File: src/rtl/alu_op_sequencer.sv
// Command sequencer for the 3-register ALU datapath: buffers host commands in a
// FIFO and drives datapath control pins, returning register reads over valid/ready.
module alu_op_sequencer #(
    parameter int WIDTH = 8,
    parameter int DEPTH = 4,
    parameter int CNT_W = 4
) (
    input  logic             clk,
    input  logic             rst_n,
    input  logic             cmd_valid,
    output logic             cmd_ready,
    input  logic [1:0]       cmd_type,
    input  logic [1:0]       cmd_dst,
    input  logic [2:0]       cmd_op,
    input  logic             cmd_src,
    input  logic             cmd_cin,
    input  logic [CNT_W-1:0] cmd_cnt,
    input  logic [WIDTH-1:0] cmd_imm,
    output logic             rsp_valid,
    input  logic             rsp_ready,
    output logic [WIDTH-1:0] rsp_data,
    output logic [WIDTH-1:0] dp_data_in,
    output logic [1:0]       dp_reg_sel,
    output logic [2:0]       dp_alu_op,
    output logic             dp_write_en,
    output logic             dp_alu_en,
    output logic             dp_cin,
    input  logic [WIDTH-1:0] dp_data_out,
    input  logic             dp_zero,
    input  logic             dp_neg,
    input  logic             dp_ovf,
    output logic             last_zero,
    output logic             last_neg,
    output logic             last_ovf,
    output logic             busy,
    output logic             cmd_err
);

    localparam int PTR_W = $clog2(DEPTH);

    typedef struct packed {
        logic [1:0]       dst;
        logic [2:0]       op;
        logic             src;
        logic             cin;
        logic [CNT_W-1:0] cnt;
        logic [WIDTH-1:0] imm;
    } body_t;

    typedef struct packed {
        logic [1:0] typ;
        body_t      body;
    } cmd_t;

    typedef enum logic [2:0] {
        S_IDLE,
        S_LOAD,
        S_EXEC,
        S_READ,
        S_RESP
    } state_t;

    state_t           state_q, state_d;
    body_t            cur_q, cur_d;
    logic [CNT_W-1:0] rep_q, rep_d;
    logic [WIDTH-1:0] rsp_data_q, rsp_data_d;
    logic [2:0]       flags_q, flags_d;
    logic             cmd_err_q, cmd_err_d;
    logic [PTR_W-1:0] wr_ptr_q, wr_ptr_d, rd_ptr_q, rd_ptr_d;
    logic [PTR_W:0]   count_q, count_d;
    cmd_t             mem_q [DEPTH];
    cmd_t             mem_d [DEPTH];
    cmd_t             head;
    logic             push, pop;

    assign cmd_ready = (count_q != (PTR_W+1)'(DEPTH));
    assign push      = cmd_valid && cmd_ready;
    assign busy      = (state_q != S_IDLE) || (count_q != '0);
    assign rsp_valid = (state_q == S_RESP);
    assign rsp_data  = rsp_data_q;
    assign last_zero = flags_q[0];
    assign last_neg  = flags_q[1];
    assign last_ovf  = flags_q[2];
    assign cmd_err   = cmd_err_q;

    always_comb begin
        state_d    = state_q;
        cur_d      = cur_q;
        rep_d      = rep_q;
        rsp_data_d = rsp_data_q;
        flags_d    = flags_q;
        cmd_err_d  = 1'b0;
        mem_d      = mem_q;
        wr_ptr_d   = wr_ptr_q;
        rd_ptr_d   = rd_ptr_q;
        count_d    = count_q;
        pop        = 1'b0;
        head       = mem_q[rd_ptr_q];

        case (state_q)
            S_IDLE: begin
                if (count_q != '0) begin
                    pop = 1'b1;
                    // Illegal commands are consumed here so they never reach the datapath
                    if (head.typ == 2'b11 || head.body.dst == 2'b11) begin
                        cmd_err_d = 1'b1;
                    end else begin
                        cur_d = head.body;
                        rep_d = '0;
                        case (head.typ)
                            2'b00:   state_d = S_LOAD;
                            2'b01:   state_d = S_EXEC;
                            default: state_d = S_READ;
                        endcase
                    end
                end
            end
            S_LOAD: state_d = S_IDLE;
            S_EXEC: begin
                flags_d = {dp_ovf, dp_neg, dp_zero};
                if (rep_q == cur_q.cnt) state_d = S_IDLE;
                else                    rep_d = rep_q + CNT_W'(1);
            end
            S_READ: begin
                rsp_data_d = dp_data_out;
                state_d    = S_RESP;
            end
            S_RESP: if (rsp_ready) state_d = S_IDLE;
            default: state_d = S_IDLE;
        endcase

        if (push) begin
            mem_d[wr_ptr_q] = '{typ: cmd_type,
                                body: '{dst: cmd_dst, op: cmd_op, src: cmd_src,
                                        cin: cmd_cin, cnt: cmd_cnt, imm: cmd_imm}};
            wr_ptr_d = wr_ptr_q + PTR_W'(1);
        end
        if (pop) rd_ptr_d = rd_ptr_q + PTR_W'(1);
        case ({push, pop})
            2'b10:   count_d = count_q + (PTR_W+1)'(1);
            2'b01:   count_d = count_q - (PTR_W+1)'(1);
            default: count_d = count_q;
        endcase
    end

    always_comb begin
        dp_data_in  = '0;
        dp_reg_sel  = '0;
        dp_alu_op   = '0;
        dp_write_en = 1'b0;
        dp_alu_en   = 1'b0;
        dp_cin      = 1'b0;
        case (state_q)
            S_LOAD: begin
                dp_write_en = 1'b1;
                dp_reg_sel  = cur_q.dst;
                dp_data_in  = cur_q.imm;
            end
            S_EXEC: begin
                dp_write_en = 1'b1;
                dp_alu_en   = cur_q.src;
                dp_alu_op   = cur_q.op;
                dp_reg_sel  = cur_q.dst;
                dp_data_in  = cur_q.imm;
                dp_cin      = cur_q.cin;
            end
            S_READ: dp_reg_sel = cur_q.dst;
            default: ;
        endcase
    end

    always_ff @(posedge clk) begin
        if (!rst_n) begin
            state_q    <= S_IDLE;
            cur_q      <= '0;
            rep_q      <= '0;
            rsp_data_q <= '0;
            flags_q    <= '0;
            cmd_err_q  <= 1'b0;
            wr_ptr_q   <= '0;
            rd_ptr_q   <= '0;
            count_q    <= '0;
        end else begin
            state_q    <= state_d;
            cur_q      <= cur_d;
            rep_q      <= rep_d;
            rsp_data_q <= rsp_data_d;
            flags_q    <= flags_d;
            cmd_err_q  <= cmd_err_d;
            wr_ptr_q   <= wr_ptr_d;
            rd_ptr_q   <= rd_ptr_d;
            count_q    <= count_d;
        end
    end

    // Storage needs no reset: entries are only read once count says they are valid
    always_ff @(posedge clk) begin
        mem_q <= mem_d;
    end

endmodule

File: config.mk
export PLATFORM = sky130hd
export DESIGN_NAME = alu_op_sequencer
export DESIGN_NICKNAME = d
export VERILOG_FILES = /design/src/rtl/alu_op_sequencer.sv
export SDC_FILE = /design/constraint.sdc
export NUM_CORES = 1
export LEC_CHECK = 0
export ABC_AREA = 0
export BUFFER_PORTS_ARGS = -buffer_cell sky130_fd_sc_hd__buf_2
export CAP_MARGIN = 10
export CELL_PAD_IN_SITES_DETAIL_PLACEMENT = 0
export CELL_PAD_IN_SITES_GLOBAL_PLACEMENT = 1
export CORE_MARGIN = 2
export CORE_UTILIZATION = 35
export CTS_CLUSTER_SIZE = 24
export DETAILED_ROUTE_END_ITERATION = 10
export PLACE_DENSITY_LB_ADDON = 0.25
export RECOVER_POWER = 50
export SYNTH_ARGS = -nofsm -noshare
export SYNTH_HDL_FRONTEND = slang
export SYNTH_SLANG_ARGS = --single-unit
export TNS_END_PERCENT = 5
File: constraint.sdc
create_clock -name clk -period 5.7 [get_ports clk]
set_clock_uncertainty 0.05 [all_clocks]
set_input_delay 1.14 -clock clk [delete_from_list [all_inputs] [get_ports clk]]
set_output_delay 1.14 -clock clk [all_outputs]
set_load 0.05 [all_outputs]
# Yosys cells after proc, flatten, opt, wreduce, memory -nomap -nowiden
# Index checks and enable logic that the tools add are counted.
totals:
  register_bits: 129
  in_bits: 36
  out_inout_bits: 31
op_classes:
  n_addsub: 5
  order_cmp: 3
  n_eq_ne: 16
  mux: 26
  bitwise: 3
  n_reduce_logical: 16
op_table:
  columns: ["cell", "count"]
  rows:
  - ["$bwmux 84", 1]
  - ["$mux 21", 3]
  - ["$bmux 21 s2", 1]
  - ["$demux 21 s2", 1]
  - ["$mux 3", 5]
  - ["$mux 4", 3]
  - ["$pmux 3 s4", 1]
  - ["$mux 8", 1]
  - ["$ne 2x2->1 const B", 4]
  - ["$pmux 4 s2", 1]
  - ["$reduce_and 4->1", 2]
  - ["$eq 2x2->1 const B", 3]
  - ["$eq 3x2->1 const B", 2]
  - ["$ge 3x3->1 const B", 2]
  - ["$mux 1", 6]
  - ["$not 2->3", 2]
  - ["$pmux 3 s2", 1]
  - ["$reduce_and 3->1", 2]
  - ["$reduce_bool 3->1", 2]
  - ["$add 2x1->2 const B", 2]
  - ["$add 4x1->4 const B", 1]
  - ["$eq 2x1->1 const B", 2]
  - ["$eq 4x4->1", 1]
  - ["$pmux 2 s2", 1]
  - ["16 further kinds", 19]

# Logic depth before layout (Yosys ltp)
depth:
  depth_word: 9
  mapped_depth: 10
  ltp_nobuf: 9

# Worst setup path before layout
# Ideal clock, no wire load.
synth_path:
  path_type: "flip-flop to output port"
  startpoint: "reg state_q[0]"
  endpoint: "out dp_data_in[0]"
  t_arrival_ns: 1.815
  required_ns: 4.510
  path_slack_ns: 2.695
  stages_incl_launch_ff: 4
  path_buffers: 0
  cell_sequence: "dfxtp_1 > xnor2_1 > nor2_1 > and2_1"
synth_between:
  elab_chain_len: 3
synth_rtl:
  columns: ["item", "line", "rtl"]
  rows:
  - ["start: declaration", "63", "state_t state_q, state_d;"]
  - ["start signal: assignment", "184", "state_q <= state_d;"]
  - ["$eq 3x2->1 / $eq 3x1->1 (equally long branches)", "153", "case (state_q)"]
  - ["$reduce_or 2->1 (no line) (*)", null, null]
  - ["$mux 8 (*)", "153", null]
  - ["end: declaration", "22", "output logic [WIDTH-1:0] dp_data_in,"]
# Every way passes the cells marked *; elsewhere a longest branch is shown, timed or not.

# Worst setup path after layout
layout_path:
  startpoint: "reg state_q[1]"
  endpoint: "out dp_alu_en"
layout_between:
  elab_chain_len: 2
layout_rtl:
  columns: ["item", "line", "rtl"]
  rows:
  - ["$eq 3x2->1", "153", null]
  - ["$mux 1", "153", null]
  - ["end: declaration", "26", "output logic dp_alu_en,"]
# No other way between the ends.

==> results.md <==
* Data required, critical path at 4.51 ns
* Worst setup SP type: register
* Drt wl/cell at 16.6 um
* Worst setup margin at 2.33 ns
* Postcts setup bufs at 0
* Mux cell area share after synthesis at 11.5%
* Status: complete, no violations
* EDFF count, synth at 84
* Pwr/cell area at 512 nW/um^2
* # IOs at 67
* Number of global-route vias before repair at 3,064
* Final setup fails at 0
* Mean Syn Cell Area at 14.9 um^2
* Core Region at 14,400 um^2
* CP max stage delay at 0.88 ns
* Layout cells sized above 1 at 24.4%
* Largest family of logic cells by synthesized area: multiplexers
* Top Metal Used: met4
* Post-cts sizing count at 0
* Sequential area share after synthesis at 67.3%
* Top cells by area, synth: edfxtp_1 50%, dfxtp_1 18%, mux4_2 9.3%
* Starting Density at 35.4%
* Met3 WL at 459 um
* Std cell rows at 44
* Syn-to-layout area delta at 21.4%
* Die Height at 125 um
* WL final at 10,100 um
* Arrival @ worst endpoint at 2.18 ns
* Post-Syn Instances at 342
* Crit-path cells: nor3b_2 -> and2_1 -> buf_2
* Min Tclk post-route at 3.37 ns
* Die X at 125 um
* Critical path fanouts, max at 12
* Final ANT Viol Nets at 0
* Largest net degree at the start of global routing at 44
* # clock sinks at 129
* Simple-gate share of the synthesized area at 8.68%
* DRC violations left at 0
* Syn nets at 385
* Pre-CTS WS at 2.48 ns
* Worst-Margin Slew at 1.45 ns
* Drt first pass iters at 4
* Worst-Skew Late Latency at 0.41 ns
* Met1 Wirelength at 4810 um
* ANT cells at 0
* H-tree level count at 4
* Post-synth top area share at 49.6%
* Adder-Cell Fraction of Synth Area at 1.87%
* Slowest library cell on the worst path: nor3b_2
* Final GP Congestion at 0.698
* Via count at 3,012
* Clock-pin slew on the worst setup and hold paths at 0.05 ns
* Max-Cap Viols at 0
* Endpoint type of the worst setup path: output port
* I/O Buffers at 66
* Post-synthesis cell type count at 39
* Num CTS Buffers at 17
* Worst Setup Path Type: reg2out
* CTS tree: done
* Async SR Flop Fraction at 0%
* Ys flop type: edfxtp_1
* Area fraction in compound gates after synthesis at 6.54%
* Slew margin rel. at 3.66%
* Vias/cell at 4.93
* Ratio of final minimum period to clock period at 59.1%
* Total negative slack at 0 ns
* Most common cell in the netlist: edfxtp_1
* Clk buf depth at 2
* Ys Warns at 0
* XOR/XNOR share of the synthesized area at 1.72%
* Cell Area, Synth at 5090 um^2
* DIE AREA at 15,500 um^2
* Total global routing overflow at 0
* Cts-stage hold buffer count at 0
* Initial detailed-routing violation count at 160
* Peak VDD IR at 228 uV
* Global-route wire length before repair at 16,500 um
* Max Fclk at 297 MHz
* Synthesized flop and latch total at 129
* HP Class: reg2reg
* Top post-synthesis cells by count: 84 x edfxtp_1, 45 x dfxtp_1, 24 x a21oi_1, 24 x nand3_1, 21 x mux4_2
* Slew Viols, Final at 0
* Area leader, netlist: edfxtp_1
* Fin nets at 457
* Leak Pwr at 0.00225 uW
* Total Routing Usage GR at 13.9%
* RSZ-0062 raised after global routing: false
* Routed wl met2 at 4730 um
* Initial antenna violation count at 0
* Fill cell total of the finished layout at 1,303
* Final Hold Vio Count at 0
* DP Wirelength at 6450 um
* CTS root buf: clkbuf_16
[report_power, final]
group | internal [uW] | switching, uW
clock network | 727 | 388
registers | 1140 | 66.1
logic | 276 | 558
total | 2150 | 1010
[layout by cell type (no fill, tap or decap), types with 4 or more instances in the layout]
| cell | n |
|---|---|
| mux2i_1 | 11 |
| clkbuf_1 | 25 |
| nor2_1 | 20 |
| dfxtp_1 | 45 |
| buf_2 | 44 |
| nand3_1 | 24 |
| clkbuf_16 | 17 |
| bufinv_16 | 4 |
| mux4_2 | 21 |
| a21oi_1 | 24 |
| and3_1 | 4 |
| ha_1 | 6 |
| xor2_1 | 7 |
| edfxtp_1 | 84 |
| inv_1 | 5 |
| o21ai_1 | 19 |
| and2_1 | 15 |
[through the flow]
stage                     utilization [%]  instance area, um^2  power [uW]  std cells  hold WS (ns)
after floorplan                         -                 5090        1880        342         0.404
after global placement               39.0                 5600        2070        579         0.422
after detailed placement             39.0                 5600        2080        579         0.428
after CTS                            43.3                 6220        3210        611         0.435
after global routing                 43.0                 6180        3340        611         0.463
final                                43.0                 6180        3160        611         0.431
[final cells by class]
cell class | instances | area (um^2) | area share, %
Clock buffer | 17 | 425 | 6.89
Clock inverter | 15 | 191 | 3.10
Inverter | 8 | 30.0 | 0.486
Multi-Input combinational cell | 186 | 1540 | 24.9
Sequential cell | 129 | 3420 | 55.4
Tap cell | 184 | 230 | 3.73
Timing Repair Buffer | 72 | 337 | 5.45
[final timing paths]
check                   from          to  slack [ns]  cells after the start
setup / recovery  state_q[1]   dp_alu_en        2.33                      3
hold / removal      cur_q[4]    cur_q[4]        0.43                      2
setup reg to reg  state_q[2]  count_q[2]        2.49                      9
hold reg to reg     cur_q[4]    cur_q[4]        0.43                      2
[sequential cells by signal, indices dropped and copies added (netlist names)]
register  flops
count_q       3
state_q       3
cmd_err       1
wr_ptr_q      2
rsp_data      8
mem_q        84
rd_ptr_q      2
flags_q       3
rep_q         4
cur_q        19
[metal layers]
layer	GRT usage, %	vias to the layer above
li1	-	1435
met1	18.2	1496
met2	21.2	71
met3	4.68	10
met4	6.01	0
met5	0	-
[worst max-delay path, delay by kind of cell, from the launching register on]
family        cells  cell delay, ns
flops             1            0.40
simple gates      2            1.11
buf+inv           1            0.26
[kinds of logic (layout without fill, tap and decap cells)]
logic type	Yosys count	after routing
multiplexers	32	32
AND/OR/NAND/NOR	82	82
adder cells (fa/ha/maj)	7	7
XOR/XNOR	10	10
buffers and inverters	27	112
flip-flops	129	129
AO/OA/AOI/OAI	55	55
Power figures use the tool's default switching activity.
